File: src/rtl/median_sort_p.sv
// median_sort_p -- streaming rank filter.
// Collects a frame of P unsigned W-bit samples, sorts them in place with an
// odd-even transposition network (one pass per clock, P passes), then emits
// the median, or a selectable rank, with a single-cycle strobe.
//
// Optional build macro: MEDIAN_RANK_SEL_EN adds the RANK input. RANK is
// latched with sample 0 and clamped to P-1.
//
// Ports:
//   CLK   rising-edge clock
//   nRST  asynchronous active-low reset
//   DI    input sample (unsigned, W bits)
//   DSI   sample strobe; DI is taken on an edge where DSI=1 and RDY=1
//   RANK  rank select (only with MEDIAN_RANK_SEL_EN)
//   RDY   high while collecting (IDLE/LOAD); decoded from state only
//   DO    selected-rank result, registered; holds until the next DSO
//   DSO   result strobe, one cycle per frame

// Compare-exchange cell: lo/hi ordered, equal values pass straight through.
module median_sort_p_cas #(
  parameter int W = 8
) (
  input  logic [W-1:0] a,
  input  logic [W-1:0] b,
  output logic [W-1:0] lo,
  output logic [W-1:0] hi
);
  always_comb begin
    if (a > b) begin
      lo = b;
      hi = a;
    end else begin
      lo = a;
      hi = b;
    end
  end
endmodule

module median_sort_p #(
  parameter int W = 8,
  parameter int P = 9
) (
  input  logic                 CLK,
  input  logic                 nRST,
  input  logic [W-1:0]         DI,
  input  logic                 DSI,
`ifdef MEDIAN_RANK_SEL_EN
  input  logic [$clog2(P)-1:0] RANK,
`endif
  output logic                 RDY,
  output logic [W-1:0]         DO,
  output logic                 DSO
);
  localparam int CW = $clog2(P+1);
  localparam int PW = $clog2(P);

  typedef enum logic [1:0] {IDLE, LOAD, SORT, OUT} state_t;
  state_t state;

  logic [P-1:0][W-1:0] s, s_nxt;
  logic [P-2:0][W-1:0] lo, hi;
  logic [CW-1:0]       cnt;
  logic [PW-1:0]       pc;
  logic [PW-1:0]       k;

  // One cell per adjacent pair; the pass parity chooses which cells take effect.
  for (genvar g = 0; g < P-1; g++) begin : g_cas
    median_sort_p_cas #(.W(W)) u_cas (
      .a (s[g]),
      .b (s[g+1]),
      .lo(lo[g]),
      .hi(hi[g])
    );
  end

  // Even pass: pairs (0,1),(2,3)..; odd pass: (1,2),(3,4)..
  // Active pairs never overlap, so each element is written at most once.
  always_comb begin
    s_nxt = s;
    for (int j = 0; j < P-1; j++) begin
      if (j[0] == pc[0]) begin
        s_nxt[j]   = lo[j];
        s_nxt[j+1] = hi[j];
      end
    end
  end

`ifdef MEDIAN_RANK_SEL_EN
  logic [PW-1:0] rank_q;
  assign k = (rank_q > PW'(P-1)) ? PW'(P-1) : rank_q;
`else
  assign k = PW'((P-1)/2);
`endif

  assign RDY = (state == IDLE) || (state == LOAD);

  always_ff @(posedge CLK or negedge nRST) begin
    if (!nRST) begin
      state  <= IDLE;
      s      <= '0;
      cnt    <= '0;
      pc     <= '0;
      DO     <= '0;
      DSO    <= 1'b0;
`ifdef MEDIAN_RANK_SEL_EN
      rank_q <= '0;
`endif
    end else begin
      DSO <= 1'b0;
      case (state)
        IDLE: begin
          if (DSI) begin
            s[0]   <= DI;
            cnt    <= CW'(1);
            state  <= LOAD;
`ifdef MEDIAN_RANK_SEL_EN
            rank_q <= RANK;
`endif
          end
        end
        LOAD: begin
          if (DSI) begin
            s[cnt] <= DI;
            cnt    <= cnt + CW'(1);
            if (cnt == CW'(P-1)) begin
              state <= SORT;
              pc    <= '0;
            end
          end
        end
        SORT: begin
          s  <= s_nxt;
          pc <= pc + PW'(1);
          if (pc == PW'(P-1)) state <= OUT;
        end
        OUT: begin
          DO    <= s[k];
          DSO   <= 1'b1;
          state <= IDLE;
        end
        default: state <= IDLE;
      endcase
    end
  end
endmodule

File: config.mk
export PLATFORM = sky130hd
export DESIGN_NAME = median_sort_p
export DESIGN_NICKNAME = d
export VERILOG_FILES = /design/src/rtl/median_sort_p.sv
export SDC_FILE = /design/constraint.sdc
export NUM_CORES = 1
export LEC_CHECK = 0
export BUFFER_PORTS_ARGS = -buffer_cell sky130_fd_sc_hd__buf_2
export CAP_MARGIN = 20
export CORE_MARGIN = 1.5
export CORE_UTILIZATION = 65
export DETAILED_ROUTE_END_ITERATION = 12
export GPL_TIMING_DRIVEN = 0
export PLACE_DENSITY = 0.82
export SKIP_LAST_GASP = 1
export SLEW_MARGIN = 0
export SYNTH_ARGS = -nofsm -noshare
export SYNTH_HDL_FRONTEND = slang
export SYNTH_HIERARCHICAL = 1
export SYNTH_SLANG_ARGS = --single-unit
export TNS_END_PERCENT = 10
File: constraint.sdc
create_clock -name CLK -period 4.4 [get_ports CLK]
set_clock_uncertainty 0.05 [all_clocks]
set_input_delay 0.88 -clock CLK [delete_from_list [all_inputs] [get_ports CLK]]
set_output_delay 0.88 -clock CLK [all_outputs]
set_load 0.02 [all_outputs]
==> impl_metrics.tcl, run 1 <==
set metrics [dict create \
    finish.utilization_pct 71.7 \
    min_path_type "in2async" \
    initial_core_util_pct 66.7 \
    post-cts-setup-buffers 0 \
    r2r_setup_slack_ns 1.59 \
    rows 42 \
    synth-seq-cells 91 \
    fillers 966 \
    slew_violations 0 \
    drt_iter0_markers 382 \
    final_area_sq_um 9490 \
    gp_congestion 0.863 \
    ctsResizeCount 0 \
    yosysWarnings 6 \
    syn_nets 872 \
    arrival_ns 3.01 \
    drt-total-wl_mm 21.1 \
    synthArstFlopShare_pct 100 \
    synthSimpleGateAreaFrac_pct 6.85 \
    status "finished clean" \
    dp_hpwl_mm 15.5 \
    ctsHoldBuffers 0 \
    clkLatencyLatePin_ns 0.36 \
    drv_cap 0 \
    cp_max_fo 10 \
    synth_flop_cell "dfrtp_1" \
    synth.avg_cell_area_sq_um 11.2 \
    ctsLongestPathBuffers 2 \
    cts_inserted_buffers 9 \
    netlist_area_sq_um 8840 \
    synth_fa_ha_area_share_pct 10.6 \
    synth_compound_area_share_pct 16.5 \
    yosys.area_share.xor_xnor_pct 0 \
    synth_top_area_share_pct 25.8 \
    drt_pass1_iterations 7 \
    drc 0 \
    numPortBuffers 20 \
    fin_crit_ns 2.81 \
    die_width_um 120 \
    fmax_ghz 0.356 \
    place_inst 983 \
    end_kind "flop" \
    reg2reg_depth 10 \
    avgViaCountPerCell 6.59 \
    grt_max_degree 63 \
    clock_sinks 91 \
    grt_pass1_wl_mm 35.0 \
    required_ns 4.60 \
    antenna_cells 0 \
    antenna_found_initial 0 \
    r2r-end "s[26]" \
    area_growth_pct 7.39 \
    cp-start-kind "flop" \
    dpl-instance-area_sq_um 9190 \
    netlist_instances 786 \
    die_area_sq_um 14300 \
    grt_use_total_pct 31.0 \
    vias 6580 \
    synth_common_cells "mux2_2 (106), dfrtp_1 (91), mux2_4 (80)" \
    timing.final.crit_share_pct 63.9 \
    grt-ovfl-total 0 \
    fin_cells 998 \
    ant_nets 0 \
    max-slew-margin-rel_pct 51.7 \
    htree_levels 3 \
    synth_most_common_cell "mux2_2" \
    cts_root_buf "clkbuf_16" \
    hold_violations 0 \
    worst_pin_slew_ns 0.725 \
    die_h_um 120 \
    nNetsFinal 904 \
    cts_tree "built" \
    synth_top_area_cell "dfrtp_1" \
    ys_seq_area_share_pct 25.8 \
    timing.setup.tns_ns 0 \
    setup_viol 0 \
    ys_top_cells_by_area "dfrtp_1 (26%), mux2_4 (14%), mux2_2 (14%)" \
    wl_per_cell_um 21.2 \
    reg2reg_from "s[39]" \
    path_class "reg2reg" \
    coreArea_sq_um 13200 \
    synth_mux_area_share_pct 33.8 \
    clk_pin_slew_ns 0.07 \
    rsz0062_at_grt "false" \
    layout-drive-gt1-share_pct 37.0 \
    synth.distinct_cells 48 \
    io_pins 21 \
    synth_top_family_by_area "multiplexers" \
    grt_pass1_vias 6814 \
    synth_edf_count 0 \
]
-- registers in the layout, indices dropped and copies added (netlist names) --
signal / flops
DSO: 1
cnt: 4
state: 2
DO: 8
s: 72
pc: 4
-- layer usage --
layer	GRT usage, %	routed length [um]	up-vias
met3	6.27	1040	51
met2	52.9	10600	165
li1	-	-	3025
met1	38.7	8970	3339
met4	11.7	527	0
met5	0	0	-
-- metrics by stage --
stage / setup WS (ns) / hold WS, ns
2_1_floorplan: 1.97 / 0.445
3_3_place_gp: 1.56 / 0.435
3_5_place_dp: 1.62 / 0.441
4_1_cts: 1.60 / 0.417
5_1_grt: 1.47 / 0.423
6_report: 1.59 / 0.403
-- cells in the final DEF (no fill, tap or decap), types with 6 or more instances in the layout --
cell / count
o22ai_1: 56
o2bb2ai_1: 8
mux2_2: 106
buf_12: 8
a31oi_4: 6
o211ai_2: 8
dfrtp_1: 91
a21oi_2: 8
buf_2: 31
mux2i_1: 59
inv_1: 71
nand2_1: 29
o22a_1: 8
a32oi_1: 8
mux2_4: 80
clkbuf_1: 10
nor2b_4: 8
clkbuf_16: 9
a21oi_1: 45
nand4_1: 8
nor2_1: 16
ha_1: 75
o22ai_4: 8
-- worst max-delay path by stage --
stage	start	endpoint	slack [ns]	depth (start not counted)
5_1_grt	s[33]	s[24]	1.47	11
3_3_place_gp	nRST	s[39]	1.56	1
4_1_cts	s[33]	s[24]	1.60	11
2_1_floorplan	s[33]	s[24]	1.97	11
6_report	s[39]	s[26]	1.59	10
3_5_place_dp	s[33]	s[24]	1.62	11
-- critical path: stages (launching register included) --
cell     delay [ns]
dfrtp_1        0.56
inv_1          0.08
ha_1           0.33
a21oi_1        0.26
o21ai_4        0.10
o22ai_4        0.27
buf_12         0.20
mux2_4         0.30
mux2i_1        0.16
o22ai_1        0.11
mux2_2         0.29
-- area by class of cell --
type                            instances  area [sq um]  area share (%)
Buffer                                 36           303            3.19
Clock buffer                           11           253            2.66
Clock inverter                          4          50.0           0.527
Inverter                               71           267            2.81
Multi-Input combinational cell        588          5990            63.1
Sequential cell                        91          2280            24.0
Tap cell                              176           220            2.32
Timing Repair Buffer                   21           130            1.37
-- logic make-up after synthesis --
logic type      Yosys count
flops                    91
simple gates             90
compound gates          178
mux                     245
buf+inv                 107
fa+ha+maj                75
Power of run 1 is left out: the tool's default activity adds up to more than one toggle a clock period on the data nets, which glitch-free logic cannot reach.
==> run 2, diff against run 1 <==
Settings changed: CORE_UTILIZATION 65 to 58, PLACE_DENSITY 0.82 to 0.78.
Clock period 4.4 ns to 2.4 ns, I/O delays scaled along.
==> impl_metrics.tcl, run 2 (synthesis results as in run 1) <==
set metrics [dict create \
    cp_max_fo 5 \
    initial_core_util_pct 60.1 \
    drt_iter0_markers 480 \
    path_class "reg2reg" \
    final_common_cell "mux2_2" \
    clk_pin_slew_ns 0.07 \
    drv_cap 0 \
    min_path_type "in2async" \
    grt_pass1_wl_mm 39.3 \
    cts_root_buf "clkbuf_16" \
    setup_slack_ns -0.251 \
    antenna_cells 0 \
    largest-register "s" \
    drt-total-wl_mm 24.8 \
    avgViaCountPerCell 6.54 \
    slew_violations 0 \
    drc 0 \
    largest_reg_flops 72 \
    cts_tree "built" \
    clkLatencyLatePin_ns 0.36 \
    worst_pin_slew_ns 0.732 \
    ctsLongestPathBuffers 2 \
    status "complete, but fails checks" \
    layout-drive-gt1-share_pct 51.2 \
    hold_violations 0 \
    grt_pass1_vias 7353 \
    max-slew-margin-rel_pct 51.2 \
    rsz0062_at_grt "true" \
    drt_pass1_iterations 5 \
    top_regs "s (72), DO (8)" \
    antenna_found_initial 0 \
    dp_hpwl_mm 15.9 \
    place_inst 991 \
    rows 44 \
    grt_use_total_pct 31.2 \
    final_area_sq_um 10700 \
    grt_max_degree 66 \
    cp-start-kind "flop" \
    ctsHoldBuffers 0 \
    grt-ovfl-total 0 \
    end_kind "flop" \
    setup_viol 64 \
    layout_common_cells "mux2_2 (98), mux2_4 (88), inv_1 (68), buf_4 (61), ha_1 (58)" \
    arrival_ns 2.84 \
    timing.final.crit_share_pct 110 \
    violations "negative setup slack" \
    area_growth_pct 20.6 \
    cp-startpoint "s[57]" \
    reg2reg_from "s[57]" \
    gp_congestion 0.865 \
    numPortBuffers 20 \
    cts_inserted_buffers 9 \
    die_width_um 126 \
    coreArea_sq_um 14700 \
    io_pins 21 \
    dpl-instance-area_sq_um 9210 \
    wl_per_cell_um 22.9 \
    vias 7076 \
    ant_nets 0 \
    die_h_um 126 \
    die_area_sq_um 16000 \
    htree_levels 3 \
    fin_crit_ns 2.65 \
    required_ns 2.59 \
    fmax_ghz 0.377 \
    nNetsFinal 979 \
    clock_sinks 91 \
    fin_cells 1082 \
]
## run 2: cell types whose count changed in the layout (fill, tap and decap cells not counted), moves of 8 or more
cell | previous run | this run
a21oi_1 | 45 | 30
a21oi_2 | 8 | 22
buf_4 | 3 | 61
dfrtp_1 | 91 | 48
dfrtp_2 | 0 | 43
ha_1 | 75 | 58
ha_4 | 0 | 16
mux2_2 | 106 | 98
mux2_4 | 80 | 88
## run 2: path summary, 6_finish.rpt
path	endpoint	slack, ns	cells after the start
max	s[58]	-0.25	11
min	s[4]	0.001	1
max reg2reg	s[58]	-0.25	11
min reg2reg	DO[7]	0.46	1
max in group asynchronous	s[30]	1.61	2
min in group CLK	s[70]	0.44	3
## run 2: stage by stage
| stage | TNS, ns | setup slack (ns) | hold WS, ns | utilization [%] |
|---|---|---|---|---|
| after floorplan | -0.200 | -0.0111 | 0.134 | - |
| after global placement | -13.61 | -0.237 | 0.434 | 62.4 |
| after detailed placement | -13.32 | -0.323 | 0.384 | 62.6 |
| after CTS | -4.55 | -0.112 | 0.0111 | 70.9 |
| after global routing | -14.06 | -0.308 | 0.0305 | 72.5 |
| final | -7.88 | -0.251 | 0.00119 | 72.5 |
## run 2: cell type report
cell class,count,area [sq um]
Timing Repair Buffer,96,881
Sequential cell,91,2330
Buffer,36,303
Multi-Input combinational cell,588,6340
Clock buffer,12,256
Clock inverter,4,48.8
Fill cell,936,4040
Inverter,71,267
Tap cell,184,230
## run 2: what timing repair did
action,CTS,global route
pin swaps,17,18
gates resized for setup,77,25
setup buffers,59,12
cloned,3,1
setup endpoints to repair,63,71
## run 2: per-layer routing
| metal | track usage, % | vias up | wire length, um |
|---|---|---|---|
| met1 | 37.7 | 3590 | 9920 |
| met3 | 5.57 | 71 | 1420 |
| met5 | 0 | - | 0 |
| met4 | 13.9 | 0 | 812 |
| li1 | - | 3168 | - |
| met2 | 54.4 | 247 | 12700 |
## run 2: critical path, stage by stage, from the launching register on
cell and delay, ns:
dfrtp_2 0.42, buf_6 0.13, ha_4 0.21, nor2b_4 0.12, o211ai_2 0.17, a21oi_2 0.09, o22ai_4 0.27, buf_12 0.17
mux2_4 0.30, mux2i_1 0.15, o22ai_1 0.12, mux2_4 0.32
Power of run 2 is left out for the same reason.
